File: src/rtl/remote_cmd_tx_if.sv
// Command-side bundle of the remote command transmitter: 16-bit command,
// send strobe, serial line and status flags.
interface remote_cmd_tx_if;
  logic [15:0] cmd;
  logic        snd_cmd;
  logic        TX;
  logic        tx_busy;
  logic        cmd_sent;

  modport master (
    output cmd,
    output snd_cmd,
    input  TX,
    input  tx_busy,
    input  cmd_sent
  );

  modport slave (
    input  cmd,
    input  snd_cmd,
    output TX,
    output tx_busy,
    output cmd_sent
  );
endinterface

File: src/rtl/remote_cmd_tx.sv
// Serializes a 16-bit command as two back-to-back 8N1 UART frames (high byte
// first, LSB first within a byte) and raises a sticky flag when both are out.
module remote_cmd_tx #(
  parameter int unsigned BAUD_DIV = 2604
) (
  input  logic              clk,
  input  logic              rst_n,
  remote_cmd_tx_if.slave    bus
);

  localparam logic [11:0] BAUD_LAST = 12'(BAUD_DIV - 1);
  localparam logic [3:0]  LAST_BIT  = 4'd9;
  localparam logic [3:0]  BIT_DONE  = 4'd10;

  typedef enum logic [1:0] {
    IDLE  = 2'd0,
    TX_HI = 2'd1,
    TX_LO = 2'd2
  } state_t;

  state_t      r_state;
  state_t      w_state_nxt;

  logic [11:0] r_baud;
  logic [3:0]  r_bit;
  logic [9:0]  r_shift;
  logic [7:0]  r_lo_byte;
  logic        r_tx;
  logic        r_busy;
  logic        r_sent;

  logic        w_term;
  logic        w_hi_end;
  logic        w_lo_end;
  logic        w_accept;
  logic        w_load_lo;
  logic        w_shift;
  logic        w_done;

  assign w_term   = (r_baud == BAUD_LAST);
  assign w_hi_end = (r_state == TX_HI) && w_term && (r_bit == LAST_BIT);
  // The low stop bit is shifted out like a data bit; completion is taken one
  // clock later so it coincides with the end of that bit on the registered TX.
  assign w_lo_end = (r_state == TX_LO) && (r_bit == BIT_DONE);

  always_ff @(posedge clk or negedge rst_n) begin
    if (!rst_n) begin
      r_state <= IDLE;
    end else begin
      r_state <= w_state_nxt;
    end
  end

  always_comb begin
    w_state_nxt = r_state;
    unique case (r_state)
      IDLE:    if (bus.snd_cmd) w_state_nxt = TX_HI;
      TX_HI:   if (w_hi_end)    w_state_nxt = TX_LO;
      TX_LO:   if (w_lo_end)    w_state_nxt = IDLE;
      default: w_state_nxt = IDLE;
    endcase
  end

  always_comb begin
    w_accept  = 1'b0;
    w_load_lo = 1'b0;
    w_shift   = 1'b0;
    w_done    = 1'b0;
    unique case (r_state)
      IDLE:    w_accept  = bus.snd_cmd;
      TX_HI: begin
        w_load_lo = w_hi_end;
        w_shift   = w_term && !w_hi_end;
      end
      TX_LO: begin
        w_done    = w_lo_end;
        w_shift   = w_term && !w_lo_end;
      end
      default: ;
    endcase
  end

  always_ff @(posedge clk or negedge rst_n) begin
    if (!rst_n) begin
      r_baud    <= '0;
      r_bit     <= '0;
      r_shift   <= '1;
      r_lo_byte <= '0;
      r_busy    <= 1'b0;
      r_sent    <= 1'b0;
    end else if (w_accept) begin
      r_shift   <= {1'b1, bus.cmd[15:8], 1'b0};
      r_lo_byte <= bus.cmd[7:0];
      r_baud    <= '0;
      r_bit     <= '0;
      r_busy    <= 1'b1;
      r_sent    <= 1'b0;
    end else if (w_load_lo) begin
      r_shift   <= {1'b1, r_lo_byte, 1'b0};
      r_baud    <= '0;
      r_bit     <= '0;
    end else if (w_shift) begin
      r_shift   <= {1'b1, r_shift[9:1]};
      r_baud    <= '0;
      r_bit     <= r_bit + 4'd1;
    end else if (w_done) begin
      r_baud    <= '0;
      r_bit     <= '0;
      r_busy    <= 1'b0;
      r_sent    <= 1'b1;
    end else if (r_state != IDLE) begin
      r_baud    <= r_baud + 12'd1;
    end
  end

  always_ff @(posedge clk or negedge rst_n) begin
    if (!rst_n) begin
      r_tx <= 1'b1;
    end else begin
      r_tx <= r_shift[0];
    end
  end

  assign bus.TX       = r_tx;
  assign bus.tx_busy  = r_busy;
  assign bus.cmd_sent = r_sent;

endmodule

File: src/flat_wrapper.sv
// flat-port wrapper written by rule: the top's interface ports become plain ports
module remote_cmd_tx_flat 
#(
  parameter int unsigned BAUD_DIV = 2604
)
  (clk, rst_n, bus_cmd, bus_snd_cmd, bus_TX, bus_tx_busy, bus_cmd_sent);
  remote_cmd_tx_if bus_i ();
  input  logic clk;
  input  logic rst_n;
  input wire logic [$bits(bus_i.cmd)-1:0] bus_cmd;
  input wire logic [$bits(bus_i.snd_cmd)-1:0] bus_snd_cmd;
  output wire logic [$bits(bus_i.TX)-1:0] bus_TX;
  output wire logic [$bits(bus_i.tx_busy)-1:0] bus_tx_busy;
  output wire logic [$bits(bus_i.cmd_sent)-1:0] bus_cmd_sent;
  assign bus_i.cmd = bus_cmd;
  assign bus_i.snd_cmd = bus_snd_cmd;
  assign bus_TX = bus_i.TX;
  assign bus_tx_busy = bus_i.tx_busy;
  assign bus_cmd_sent = bus_i.cmd_sent;
  remote_cmd_tx #(.BAUD_DIV(BAUD_DIV)) u_core (.clk(clk), .rst_n(rst_n), .bus(bus_i));
endmodule
File: config.mk
export PLATFORM = sky130hd
export DESIGN_NAME = remote_cmd_tx_flat
export DESIGN_NICKNAME = d
export VERILOG_FILES = /design/src/rtl/remote_cmd_tx_if.sv /design/src/rtl/remote_cmd_tx.sv /design/src/flat_wrapper.sv
export SDC_FILE = /design/constraint.sdc
export NUM_CORES = 1
export LEC_CHECK = 0
export CAP_MARGIN = 20
export CELL_PAD_IN_SITES_DETAIL_PLACEMENT = 0
export CELL_PAD_IN_SITES_GLOBAL_PLACEMENT = 1
export CORE_MARGIN = 4
export CORE_UTILIZATION = 33
export CTS_CLUSTER_DIAMETER = 100
export DETAILED_ROUTE_END_ITERATION = 6
export GPL_TIMING_DRIVEN = 1
export HOLD_SLACK_MARGIN = 0.08
export PLACE_DENSITY = 0.64
export SLEW_MARGIN = 5
export SYNTH_ARGS = -nofsm -noshare
export SYNTH_HDL_FRONTEND = slang
export SYNTH_SLANG_ARGS = --single-unit
File: constraint.sdc
create_clock -name clk -period 2.09 [get_ports clk]
set_input_delay 0.418 -clock clk [delete_from_list [all_inputs] [get_ports clk]]
set_output_delay 0.418 -clock clk [all_outputs]
set_load 0.02 [all_outputs]
==> run summary <==
Total Routing Usage GR: 13.4%
Htree depth: 2
Worst r2r dst: u_core.r_shift[1]
Clock latency on the worst-skew pair: 290 ps
Finished Layout Cells: 321
RSZ-0062 raised after global routing: false
XOR/XNOR share of the synthesized area: 0.400%
Vias per cell: 5.19
Worst setup EP type: flop
Via total after detailed routing: 1666
CP required: 2320 ps
Worst Hold Class: input pin to asynchronous set/reset pin
Pwr/cell area: 1060 nW/um^2
Distinct cells, synth: 52
GRT met3 Usage: 3.69%
Largest family of logic cells by synthesized area: simple AND/OR/NAND/NOR gates
Post-synth net total: 238
Adder-cell share of the synthesized area: 4.57%
Post-Syn Area: 2190 sq um
ANT cells: 0
Placed instance count: 313
Rows: 29
Critical Path, Cell by Cell: inv_1 -> ha_1 -> and4b_1 -> and4_4 -> mux2_2 -> mux2i_1
Reg-to-Reg Start: u_core.r_state[1]
Worst path arrival time: 2130 ps
# IOs: 22
Clock tree sinks: 38
Final setup fails: 0
DP HPWL: 3.43 mm
Slew Limit Fails: 0
R2R Setup Slk: 180 ps
Startpoint types: flop
Clk buf depth: 2
CP max FO: 12
Main flop type after synthesis: dfrtp_1
Post-CTS Setup Repair Bufs: 0
Placed Area: 2540 sq um
IO Port Bufs: 21
P_leak: 1.11 nW
First drt pass iteration count: 4
Antenna violations before repair: 0
Synth top area share: 32.0%
GP Congestion: 0.760
Clk_skew: 4.40 ps
CP peak stage delay: 400 ps
Synthesis warning total: 0
Worst path slowest cell: dfrtp_1
Hold-fix buffers, CTS: 0
Root Driver: clkbuf_8
Worst slew pin tran: 512 ps
First-pass GRT wire length: 8.11 mm
Post-synth top area cell: dfrtp_1
Largest net degree at the start of global routing: 26
Yosys reg bits: 38
Die width: 89.5 um
EDFF count, synth: 0
Post-route minimum period: 1910 ps
Wire per inst: 15.0 um
Top Usage Layer GRT: met2
Avg Inst Size Synth: 10.4 sq um
CTS tree: done
# resized after CTS: 0
Drt total wl: 4.83 mm
Final worst setup slack: 183 ps
Sequential area share after synthesis: 43.9%
Met1 Usage GRT: 18.8%
Cells on worst reg2reg path: 6
DR DRC count: 0
Met2 usage: 19.8%
Antenna-violating nets left: 0
Mux contribution to synthesized area: 13.4%
Vias in the first global route: 1626
Final Instance Area: 2690 sq um
Layout net count: 270
Worst-path clk slew: 80 ps
Max-capacitance violation count: 0
Max-slew headroom: 65.9%
Top cells by area, synth: dfrtp_1 (32%), dfstp_2 (12%), mux2_2 (5.1%)
Status: complete, no violations
Peak supply drop: 0.526 mV
Die area: 8010 sq um
FFs w/ async S/R, synth: 100%
Core area: 6390 sq um
Synthesized instance count: 211
Chip height: 89.5 um
Final setup TNS: 0 ps
Final hold violations: 0
Setup CP Type: flop to flop
FMAX: 524 MHz
Simple-Gate Fraction of Synth Area: 20.5%
CTS buffer count: 5
Final period util: 91.2%
Place WS: 155 ps
Initial DRC count: 59
Compound-Gate Fraction of Synth Area: 13.0%
GR Overflow Total: 0
Ratio of cells with drive above 1 in the final layout: 24.2%
Area grow syn2layout: 22.9%
Starting density of the core: 34.3%
-- synthesized netlist by cell type (all sizes together), types with 2 or more instances --
cell and count:
mux2i 9, nand3b 3, o21ai 9, ha 8, dfrtp 28, and4b 2
nor3 4, nand4b 2, nand2 19, mux2 16, nor2 7, o2111ai 2
and2 3, or4 2, or3 2, nand3 12, dfstp 10, inv 9
clkbuf 2, o21a 2, and3 7, o22ai 3, nand2b 3, a21oi 21
buf 7, nand4 3
-- worst max-delay path: cells and delay by family (launching register included) --
kind	cells	cell delay [ps]
flip-flops	1	400
buffers and inverters	1	100
AND/OR/NAND/NOR	2	670
multiplexers	2	500
adder cells (fa/ha/maj)	1	170
-- metrics by stage --
stage,total power [mW],utilization (%),hold slack (ps)
floorplan,1.81,-,122
global placement,2.09,39.9,356
detailed placement,2.10,39.9,359
CTS,2.90,42.1,107
global route,3.08,42.2,129
finish,2.86,42.2,86.2
-- cell type report --
class                   instances  area, sq um
fillers                       600         3690
multi-input cells             155         1140
flip-flops and latches         38          963
repair buffers                 34          315
well taps                      77         96.3
clock buffers                   6         82.6
clock inverters                 2         60.1
inverters                       9         33.8
-- layer usage --
metal	part of all wire (%)	up-vias
met1	49	792
li1	-	838
met3	3.5	5
met4	1.3	0
met5	0	-
met2	46	31
-- state kept, by name (all words and copies together) (netlist names) --
name,count
u_core.r_state,2
u_core.bus.tx_busy,1
u_core.r_bit,4
u_core.r_shift,9
u_core.bus.cmd_sent,1
u_core.r_lo_byte,8
u_core.bus.TX,1
u_core.r_baud,12
-- layout by cell type, fill, tap and decap left out, types with 3 or more instances in the layout --
cell type        count
dfrtp_1             28
a21oi_1             21
clkdlybuf4s50_1     20
nand2_1             18
buf_4               12
mux2_2              10
nand3_1             10
dfstp_2             10
inv_1                9
mux2i_1              9
ha_1                 8
o21ai_0              7
nor2_1               7
and3_1               7
mux2_4               6
clkbuf_8             6
nor3_1               4
nand3b_1             3
nand2b_1             3
o22ai_1              3
nand4_1              3
-- cells by family after synthesis --
logic type,count (synthesis)
buf+inv,18
compound gates,46
simple gates,75
fa+ha+maj,8
mux,25
flops,38
xor+xnor,1
-- where the power goes --
group,internal (mW),switching (mW)
logic,0.492,0.448
registers,0.996,0.139
clock network,0.509,0.275
-- worst max-delay path by stage --
| stage | startpoint | endpoint | slack (ps) | depth (start not counted) |
|---|---|---|---|---|
| final | u_core.r_state[1] | u_core.r_shift[1] | 180 | 6 |
| after global routing | u_core.r_state[0] | u_core.r_baud[10] | 40 | 8 |
| after CTS | u_core.r_state[1] | u_core.r_baud[11] | 140 | 6 |
| after detailed placement | bus_snd_cmd | u_core.r_shift[1] | 150 | 6 |
| after global placement | bus_snd_cmd | u_core.r_shift[2] | 170 | 6 |
| after floorplan | u_core.r_baud[0] | u_core.r_shift[2] | 380 | 5 |
Power figures use the tool's default switching activity.
